## src/rtl/i2c_slave_regs_pkg.sv

```systemverilog
// Shared definitions for the I2C register-file target: FSM state encoding,
// bus bit constants and a pointer range helper.
package i2c_slave_regs_pkg;

  // Protocol phases; every *_ACK state covers the ninth clock of a byte.
  typedef enum logic [3:0] {
    ST_IDLE,
    ST_ADDR,
    ST_ADDR_ACK,
    ST_REG,
    ST_REG_ACK,
    ST_WDATA,
    ST_WDATA_ACK,
    ST_RDATA,
    ST_RDATA_ACK
  } i2c_state_e;

  // Bus-level bit meanings.
  localparam logic I2C_ACK  = 1'b0;
  localparam logic I2C_NACK = 1'b1;
  localparam logic I2C_RD   = 1'b1;
  localparam logic I2C_WR   = 1'b0;

  // Reserved general-call address.
  localparam logic [6:0] I2C_GEN_CALL_ADDR = 7'h00;

  // True when an 8-bit register pointer addresses a real register.
  function automatic logic ptr_in_range(input logic [7:0] ptr, input int num_regs);
    return ({1'b0, ptr} < 9'(num_regs));
  endfunction

endpackage

```

## src/rtl/i2c_sync_edge.sv

```systemverilog
// Multi-flop synchroniser for one open-drain bus line, followed by
// rise/fall detection on the synchronised level. Flops reset to the idle
// bus level (1) so that leaving reset on a quiet bus produces no edges.
module i2c_sync_edge #(
  parameter int STAGES = 2
) (
  input  logic clk,
  input  logic reset,
  input  logic din_i,
  output logic level_o,
  output logic rise_o,
  output logic fall_o
);

  logic [STAGES-1:0] sync_q;
  logic              prev_q;

  // Shift the raw line through the synchroniser and remember the last level.
  always_ff @(posedge clk or negedge reset) begin
    if (!reset) begin
      sync_q <= '1;
      prev_q <= 1'b1;
    end else begin
      sync_q <= (sync_q << 1) | STAGES'(din_i);
      prev_q <= sync_q[STAGES-1];
    end
  end

  assign level_o = sync_q[STAGES-1];
  assign rise_o  = sync_q[STAGES-1] & ~prev_q;
  assign fall_o  = ~sync_q[STAGES-1] & prev_q;

endmodule

```

## src/rtl/i2c_slave_regs.sv

```systemverilog
// I2C target with a small register file. Accepts sub-address + data writes,
// serves reads (typically after a repeated START) and pulses reg_wr_valid per
// written byte. SDA is only ever pulled low via sda_oe.
// Optional build macro: I2C_SLAVE_GEN_CALL_EN -- when defined, the general
// call address 7'h00 with R/W=0 is accepted like an own-address write.
module i2c_slave_regs
  import i2c_slave_regs_pkg::*;
#(
  parameter logic [6:0] SLAVE_ADDR  = 7'h50,
  parameter int         NUM_REGS    = 16,
  parameter int         SYNC_STAGES = 2,
  localparam int        AW          = $clog2(NUM_REGS)
) (
  input  logic          clk,
  input  logic          reset,
  input  logic          scl_in,
  input  logic          sda_in,
  output logic          sda_oe,
  output logic          busy,
  output logic          reg_wr_valid,
  output logic [7:0]    reg_wr_addr,
  output logic [7:0]    reg_wr_data,
  input  logic [AW-1:0] hst_addr,
  output logic [7:0]    hst_rdata
);

  // Synchronised bus view
  logic scl_lvl, scl_rise, scl_fall;
  logic sda_lvl, sda_rise, sda_fall;

  i2c_sync_edge #(.STAGES(SYNC_STAGES)) u_sync_scl (
    .clk     (clk),
    .reset   (reset),
    .din_i   (scl_in),
    .level_o (scl_lvl),
    .rise_o  (scl_rise),
    .fall_o  (scl_fall)
  );

  i2c_sync_edge #(.STAGES(SYNC_STAGES)) u_sync_sda (
    .clk     (clk),
    .reset   (reset),
    .din_i   (sda_in),
    .level_o (sda_lvl),
    .rise_o  (sda_rise),
    .fall_o  (sda_fall)
  );

  logic start_det, stop_det;
  assign start_det = sda_fall & scl_lvl;
  assign stop_det  = sda_rise & scl_lvl;

  // State
  i2c_state_e state_q, state_d;
  logic [3:0] bit_cnt_q, bit_cnt_d;
  logic [6:0] shift_q, shift_d;   // received bits; shift_q[0] holds R/W after ADDR
  logic [6:0] tx_q, tx_d;         // bits still to be sent after the one on the bus
  logic [7:0] ptr_q, ptr_d;
  logic       sda_oe_q, sda_oe_d;
  logic       busy_q, busy_d;
  logic       wr_valid_q, wr_valid_d;
  logic [7:0] wr_addr_q, wr_addr_d;
  logic [7:0] wr_data_q, wr_data_d;

  logic [7:0] regfile_q [NUM_REGS];
  logic       rf_we;
  logic [AW-1:0] rf_waddr;

  // Byte as it stands once the current SCL rise's bit is included.
  logic [7:0] byte_in;
  assign byte_in = {shift_q, sda_lvl};

  // Address decode, including the optional general call.
  logic gen_call_hit, addr_hit;
`ifdef I2C_SLAVE_GEN_CALL_EN
  assign gen_call_hit = (byte_in[7:1] == I2C_GEN_CALL_ADDR) && (byte_in[0] == I2C_WR);
`else
  assign gen_call_hit = 1'b0;
`endif
  assign addr_hit = (byte_in[7:1] == SLAVE_ADDR) || gen_call_hit;

  // Read data for the current and next pointer; out-of-range reads as 0xFF.
  logic [7:0] ptr_nxt, rd_cur, rd_nxt;
  assign ptr_nxt = ptr_q + 8'd1;
  assign rd_cur  = ptr_in_range(ptr_q, NUM_REGS)   ? regfile_q[ptr_q[AW-1:0]]   : 8'hFF;
  assign rd_nxt  = ptr_in_range(ptr_nxt, NUM_REGS) ? regfile_q[ptr_nxt[AW-1:0]] : 8'hFF;

  assign rf_waddr = ptr_q[AW-1:0];

  // Next-state and output logic for the protocol FSM.
  always_comb begin
    state_d    = state_q;
    bit_cnt_d  = bit_cnt_q;
    shift_d    = shift_q;
    tx_d       = tx_q;
    ptr_d      = ptr_q;
    sda_oe_d   = sda_oe_q;
    busy_d     = busy_q;
    wr_valid_d = 1'b0;
    wr_addr_d  = wr_addr_q;
    wr_data_d  = wr_data_q;
    rf_we      = 1'b0;

    if (stop_det) begin
      state_d   = ST_IDLE;
      bit_cnt_d = 4'd0;
      sda_oe_d  = 1'b0;
    end else if (start_det) begin
      // SDA can only have fallen if we were not holding it, so releasing is safe.
      state_d   = ST_ADDR;
      bit_cnt_d = 4'd0;
      sda_oe_d  = 1'b0;
    end else begin
      case (state_q)
        ST_IDLE: begin
          sda_oe_d = 1'b0;
        end

        ST_ADDR: begin
          if (scl_rise) begin
            shift_d   = byte_in[6:0];
            bit_cnt_d = bit_cnt_q + 4'd1;
            if (bit_cnt_q == 4'd7) begin
              bit_cnt_d = 4'd0;
              if (addr_hit) begin
                state_d = ST_ADDR_ACK;
                busy_d  = 1'b1;
              end else begin
                state_d = ST_IDLE;
              end
            end
          end
        end

        // bit_cnt is the ACK phase: 0 = waiting for the fall after bit 8,
        // 1 = driving ACK until the fall after bit 9.
        ST_ADDR_ACK, ST_REG_ACK, ST_WDATA_ACK: begin
          if (scl_fall) begin
            if (bit_cnt_q == 4'd0) begin
              sda_oe_d  = 1'b1;
              bit_cnt_d = 4'd1;
            end else begin
              sda_oe_d  = 1'b0;
              bit_cnt_d = 4'd0;
              if (state_q == ST_ADDR_ACK && shift_q[0] == I2C_RD) begin
                // First read bit goes on the bus at this same fall.
                tx_d     = rd_cur[6:0];
                sda_oe_d = ~rd_cur[7];
                state_d  = ST_RDATA;
              end else if (state_q == ST_ADDR_ACK) begin
                state_d = ST_REG;
              end else begin
                state_d = ST_WDATA;
              end
            end
          end
        end

        ST_REG: begin
          if (scl_rise) begin
            shift_d   = byte_in[6:0];
            bit_cnt_d = bit_cnt_q + 4'd1;
            if (bit_cnt_q == 4'd7) begin
              bit_cnt_d = 4'd0;
              ptr_d     = byte_in;
              state_d   = ST_REG_ACK;
            end
          end
        end

        ST_WDATA: begin
          if (scl_rise) begin
            shift_d   = byte_in[6:0];
            bit_cnt_d = bit_cnt_q + 4'd1;
            if (bit_cnt_q == 4'd7) begin
              bit_cnt_d  = 4'd0;
              // Notify even when the pointer is past the register file.
              wr_valid_d = 1'b1;
              wr_addr_d  = ptr_q;
              wr_data_d  = byte_in;
              rf_we      = ptr_in_range(ptr_q, NUM_REGS);
              ptr_d      = ptr_nxt;
              state_d    = ST_WDATA_ACK;
            end
          end
        end

        // bit_cnt counts bits the master has clocked in.
        ST_RDATA: begin
          if (scl_rise) begin
            bit_cnt_d = bit_cnt_q + 4'd1;
          end else if (scl_fall) begin
            if (bit_cnt_q == 4'd8) begin
              sda_oe_d  = 1'b0;
              bit_cnt_d = 4'd0;
              state_d   = ST_RDATA_ACK;
            end else if (bit_cnt_q != 4'd0) begin
              sda_oe_d = ~tx_q[6];
              tx_d     = {tx_q[5:0], 1'b0};
            end
          end
        end

        // Sample the master's ACK on the rise, hand over the next byte on the fall.
        ST_RDATA_ACK: begin
          if (scl_rise) begin
            if (sda_lvl == I2C_NACK) begin
              state_d = ST_IDLE;
            end else begin
              bit_cnt_d = 4'd1;
            end
          end else if (scl_fall && bit_cnt_q == 4'd1) begin
            bit_cnt_d = 4'd0;
            ptr_d     = ptr_nxt;
            tx_d      = rd_nxt[6:0];
            sda_oe_d  = ~rd_nxt[7];
            state_d   = ST_RDATA;
          end
        end

        default: begin
          state_d  = ST_IDLE;
          sda_oe_d = 1'b0;
        end
      endcase
    end

    if (state_d == ST_IDLE) begin
      busy_d = 1'b0;
    end
  end

  // FSM and datapath registers.
  always_ff @(posedge clk or negedge reset) begin
    if (!reset) begin
      state_q    <= ST_IDLE;
      bit_cnt_q  <= 4'd0;
      shift_q    <= 7'd0;
      tx_q       <= 7'd0;
      ptr_q      <= 8'd0;
      sda_oe_q   <= 1'b0;
      busy_q     <= 1'b0;
      wr_valid_q <= 1'b0;
      wr_addr_q  <= 8'd0;
      wr_data_q  <= 8'd0;
    end else begin
      state_q    <= state_d;
      bit_cnt_q  <= bit_cnt_d;
      shift_q    <= shift_d;
      tx_q       <= tx_d;
      ptr_q      <= ptr_d;
      sda_oe_q   <= sda_oe_d;
      busy_q     <= busy_d;
      wr_valid_q <= wr_valid_d;
      wr_addr_q  <= wr_addr_d;
      wr_data_q  <= wr_data_d;
    end
  end

  // Register file: cleared by reset, written when a captured byte is in range.
  always_ff @(posedge clk or negedge reset) begin
    if (!reset) begin
      for (int i = 0; i < NUM_REGS; i++) begin
        regfile_q[i] <= 8'd0;
      end
    end else if (rf_we) begin
      regfile_q[rf_waddr] <= byte_in;
    end
  end

  assign sda_oe       = sda_oe_q;
  assign busy         = busy_q;
  assign reg_wr_valid = wr_valid_q;
  assign reg_wr_addr  = wr_addr_q;
  assign reg_wr_data  = wr_data_q;
  assign hst_rdata    = regfile_q[hst_addr];

endmodule
```

## config.mk

```make
export PLATFORM = sky130hd
export DESIGN_NAME = i2c_slave_regs
export DESIGN_NICKNAME = d
export VERILOG_FILES = /design/src/rtl/i2c_slave_regs_pkg.sv /design/src/rtl/i2c_sync_edge.sv /design/src/rtl/i2c_slave_regs.sv
export SDC_FILE = /design/constraint.sdc
export NUM_CORES = 1
export LEC_CHECK = 0
export ABC_AREA = 1
export CORE_MARGIN = 5
export CORE_UTILIZATION = 30
export DETAILED_ROUTE_END_ITERATION = 8
export PLACE_DENSITY = 0.47
export SYNTH_ARGS = -nofsm -noshare
export SYNTH_HDL_FRONTEND = slang
export SYNTH_SLANG_ARGS = --single-unit
export TNS_END_PERCENT = 1
```

## constraint.sdc

```tcl
create_clock -name clk -period 5.61 [get_ports clk]
set_clock_uncertainty 0.15 [all_clocks]
set_input_delay 1.122 -clock clk [delete_from_list [all_inputs] [get_ports clk]]
set_output_delay 1.122 -clock clk [all_outputs]
set_load 0.05 [all_outputs]
```

== After elaboration in Yosys (flattened, before gate mapping) ==
Index checks and enable logic that the tools add are counted.

* Flip-flop bits (word level): 183
* Input bits: 8
* Output and inout bits: 27
* Logic and storage cells: 213

* Add/sub/neg operators: 2
* Order comparisons: 6
* Equality and inequality tests: 39
* Mux-type cells: 93
* Bitwise operators: 20
* Reductions and logical operators: 23

{| class="wikitable"
|+ Operators with widths
! operator !! number
|-
| 128-bit bitwise mux || 1
|-
| 8-bit 2-to-1 mux || 15
|-
| 4-bit 2-to-1 mux || 27
|-
| 8-bit binary-select mux with 4-bit select || 3
|-
| 7-bit 2-to-1 mux || 9
|-
| 8-bit demux with 4-bit select || 1
|-
| 1-bit 2-to-1 mux || 29
|-
| 4-bit one-hot mux with 7 select lines || 1
|-
| 2-bit != test (second input constant) || 13
|-
| 5-bit != test (second input constant) || 5
|-
| 8-bit one-hot mux with 3 select lines || 1
|-
| 7-bit one-hot mux with 3 select lines || 1
|-
| 4-bit by 3-bit == test with 1-bit output (second input constant) || 5
|-
| 4-bit != test (second input constant) || 5
|-
| 8-bit by 5-bit less-than comparator with 1-bit output (second input constant) || 2
|-
| 4-bit one-hot mux with 4 select lines || 1
|-
| 5-bit >= comparator (second input constant) || 3
|-
| 4-bit NOT with 5-bit output || 3
|-
| 7-bit AND reduction || 2
|-
| 4-bit logical NOT || 3
|-
| 12-bit AND reduction || 1
|-
| 1-bit NOT || 9
|-
| 9-bit AND reduction || 1
|-
| 8-bit by 1-bit adder with 8-bit output (second input constant) || 1
|-
| 23 further kinds || 41
|}

== Longest topological paths before layout ==
* Depth after elaboration: 12
* Depth in mapped cells: 15
* Depth with buffers taken out: 13

== Cells and area by module ==
Synthesis repeated with hierarchy kept, for this count alone.

* Cells, all modules: 1602
* Area total of the unflattened synthesis: 11304.6 um^2

{| class="wikitable"
|+ Modules (own cells, without submodules)
! module !! times used !! cells each !! area each (um^2) !! seq. area each (um^2)
|-
| i2c_slave_regs || 1 || 1588 || 11116.9 || 4429.2
|-
| i2c_sync_edge || 2 || 7 || 93.8 || 78.8
|}

== Worst setup path before layout ==
OpenSTA, ideal clock, no wires.

* Kind: input -> output
* Start: input port hst_addr[1]
* End: output port hst_rdata[5]
* Data arrival time: 3071 ps
* Required time: 4338 ps
* Setup slack: 1267 ps
* Stages on the path: 6
* Buffers on the path: 2
* Cell sequence: clkbuf_1 > clkbuf_1 > o21ai_0 > a21oi_1 > o22ai_1 > o21ai_0

* Longest elaborated chain between the ends: 4

{| class="wikitable"
|+ Ends and longest elaborated chain
! element !! RTL line !! text
|-
| start: declaration || i2c_slave_regs.sv:23 || <nowiki>input logic [AW-1:0] hst_addr,</nowiki>
|-
| 4-bit NOT with 5-bit output (implied by the code) || i2c_slave_regs.sv:276 || <nowiki>assign hst_rdata = regfile_q[hst_addr];</nowiki>
|-
| 8-bit binary-select mux with 4-bit select || i2c_slave_regs.sv:276 ||
|-
| 8-bit 2-to-1 mux (implied by the code) (2 in series) || i2c_slave_regs.sv:276 ||
|-
| end: declaration || i2c_slave_regs.sv:24 || <nowiki>output logic [7:0] hst_rdata</nowiki>
|}

No other way between the ends. The select of a mux whose other input is x is not followed.

== Worst setup path in the final report ==
* Start: input port hst_addr[0]
* End: output port hst_rdata[4]

The elaborated chain is that of the path after synthesis.

==> impl_metrics.py <==
metrics = {
    "global_routing": {
        "grt_usage_pct": 19.02,
        "grt_start_max_net_pins": 109,
        "met2_usage_pct": 28.26,
        "grt_use_met3_pct": 3.119,
        "grt_use_met1_pct": 28.47,
        "antenna_found_initial": 0,
        "grt.overflow.total": 0,
        "grt_pass1_vias": 10080,
        "gr-max-usage-layer": "met1",
        "grt_pass1_wl_um": 64460,
    },
    "place": {
        "place.gp.congestion": 0.8789,
        "dp_hpwl_um": 28620,
        "dp_cells": 2090,
        "io_buffers": 34,
    },
    "routing": {
        "vias": 10760,
        "wire_per_inst_um": 19.53,
        "dr.pass1.iters": 5,
        "via_per_inst": 5.069,
        "route.detailed.drc": 0,
        "wl_um": 41440,
        "first_iter_violations": 975,
        "ant_nets": 0,
    },
    "sta": {
        "slew_viol_final": 0,
        "timing.fmax_mhz": 199.2,
        "min_period_ns": 5.019,
        "relSlewSlack_pct": 34.18,
        "period_share_pct": 89.47,
        "setup-violations-final": 0,
        "fin_setup_tns_ns": 0,
        "hold_viol": 0,
        "rsz0062_at_grt": "no",
        "tightest_slew_ns": 0.9863,
    },
    "die": {
        "core-area_um2": 38920,
        "initial_core_util_pct": 30.50,
        "fp.dieH_um": 208.9,
        "ios": 35,
        "fp.dieW_um": 208.9,
        "rows": 72,
        "fp.dieArea_um2": 43650,
    },
    "cells_and_area": {
        "fin_nets": 1608,
        "drive_gt1_share_pct": 12.28,
        "syn_to_final_growth_pct": 10.29,
        "regArea_um2": 4591,
        "diodes": 0,
        "layoutNonFillerInstCount": 2122,
        "multiInputGateArea_um2": 6192,
        "utilization_pct": 33.64,
        "fillers": 4238,
    },
    "yosys": {
        "yosysMostFrequentCell": "nand2_1",
        "synth.largest_area_cell": "dfrtp_1",
        "synth-edff-count": 0,
        "synth_seq_cells": 183,
        "synth_top_area_share_pct": 37.31,
        "synth_top_cells_by_count": "nand2_1, dfrtp_1, o21ai_0",
        "ys_async_sr_fraction_pct": 100.0,
        "synth_nets": 1641,
        "yosysSeqAreaShare_pct": 38.64,
        "synth_area_leaders": "dfrtp_1, nand2_1, o21ai_0, o21ai_2, o211ai_1",
        "synth.cell_area_um2": 11870,
        "synth_top_flop_cell": "dfrtp_1",
        "avgSynthCellArea_um2": 7.310,
        "synthCells": 1624,
        "ys_warn_count": 0,
        "synth.distinct_cells": 40,
    },
    "critical_path": {
        "critPathMaxFanout": 106,
        "ff2ff_setup_slack_ns": 1.26,
        "critPathLaunchType": "input port",
        "arrival_ns": 3.75,
        "worst_path_largest_cell_delay_ns": 0.83,
        "worstSetupPathType": "input port to primary output",
        "cpLargestDelayFamily": "buffers and inverters",
        "crit_required_ns": 4.34,
        "critPathSlowestCell": "clkdlybuf4s50_1",
        "crit_top_cell": "buf_4",
        "path_buf_inv": 3,
        "end_kind": "primary output",
        "path_cells": "buf_4, buf_4, o21ai_0, a21oi_1, o221ai_1, nand2_1, clkdlybuf4s50_1",
    },
    "clock_network": {
        "tritoncts": "done",
        "postCtsSetupRepairBufs": 0,
        "cts.repair.resized": 0,
        "path_clk_slew_ns": 0.08,
        "clock_latency_ns": 0.46,
        "cts-root-buf": "clkbuf_16",
        "h-tree-depth": 4,
        "cts_buffers": 17,
        "clk_path_buf_depth": 2,
        "cts_hold_buf": 0,
        "cts.sinks": 183,
    },
    "power_and_ir_drop": {
        "ir_drop_uv": 203.3,
        "pwr_density_cell_nw_per_um2": 238.9,
        "p_leak_nw": 5.902,
        "totalPowerFinal_mw": 3.128,
    },
    "hold_path": {
        "min_path_type": "flop to flop",
    },
    "run": {
        "maxCapViolations": 0,
    },
    "run_status": {
        "status": "complete, no violations",
    },
}
-- where the power goes --
group          total (mW)  internal [mW]  switching (mW)
clock network        1.32          0.732           0.586
registers            1.37           1.34          0.0232
logic               0.443         0.0882           0.355
total                3.13           2.16           0.964
-- final timing paths --
kind / to / from / depth (start not counted)
max reg2reg: tx_q[4] / ptr_q[0] / 12
min reg2reg: u_sync_scl.sync_q[1] / u_sync_scl.sync_q[0] / 0
max in group asynchronous: regfile_q[12] / reset / 2
max: hst_rdata[4] / hst_addr[0] / 7
min in group asynchronous: regfile_q[100] / reset / 1
min: u_sync_scl.sync_q[1] / u_sync_scl.sync_q[0] / 0
-- sequential cells by signal, summed over array words and instances (netlist names) --
signal	flops
bit_cnt_q	4
busy	1
ptr_q	8
reg_wr_addr	8
reg_wr_data	8
reg_wr_valid	1
regfile_q	128
sda_oe	1
shift_q	7
state_q	4
tx_q	7
u_sync_scl.prev_q	1
u_sync_scl.sync_q	2
u_sync_sda.prev_q	1
u_sync_sda.sync_q	2
-- metrics by stage --
step,cell area (um^2),setup WS (ns),hold slack (ns)
5_1_grt,13090,0.3824,0.2147
3_5_place_dp,12470,0.6439,0.1987
4_1_cts,13090,0.6466,0.2103
2_1_floorplan,11870,1.267,0.1952
6_report,13090,0.5907,0.2081
3_3_place_gp,12470,0.6935,0.1975
-- layout make-up --
class,count,share of cell area [%]
tap,518,4.950
clock inverter,13,1.261
multi-input combinational,1193,47.30
sequential,183,35.06
timing repair buffer,56,3.909
clock buffer,19,3.459
inverter,140,4.062
-- cells by family (layout without fill, tap and decap cells) --
group / count (synthesis) / count (layout) / synth area share, %
AO/OA/AOI/OAI: 485 / 485 / 25.33
flip-flops: 183 / 183 / 38.64
buffers and inverters: 248 / 228 / 9.201
adder cells (fa/ha/maj): 9 / 9 / 0.9486
AND/OR/NAND/NOR: 698 / 698 / 25.81
XOR/XNOR: 1 / 1 / 0.07379
-- cells in the final DEF, fill, tap and decap left out, types with 23 or more instances in the layout --
cell type        count
o21ai_1             53
nand3_1             97
o211ai_1            79
nand2_1            460
inv_1              131
dfrtp_1            176
buf_4               23
a21oi_1             93
o21ai_0            158
o21ai_2             80
nor2_1              86
clkdlybuf4s50_1     30
-- per-layer routing --
metal | wire [um] | vias to the layer above
met3 | 2040 | 43
met1 | 20700 | 5030
met5 | 0 | -
met2 | 17770 | 319
met4 | 939 | 0
li1 | - | 5364
Power figures use the tool's default switching activity.
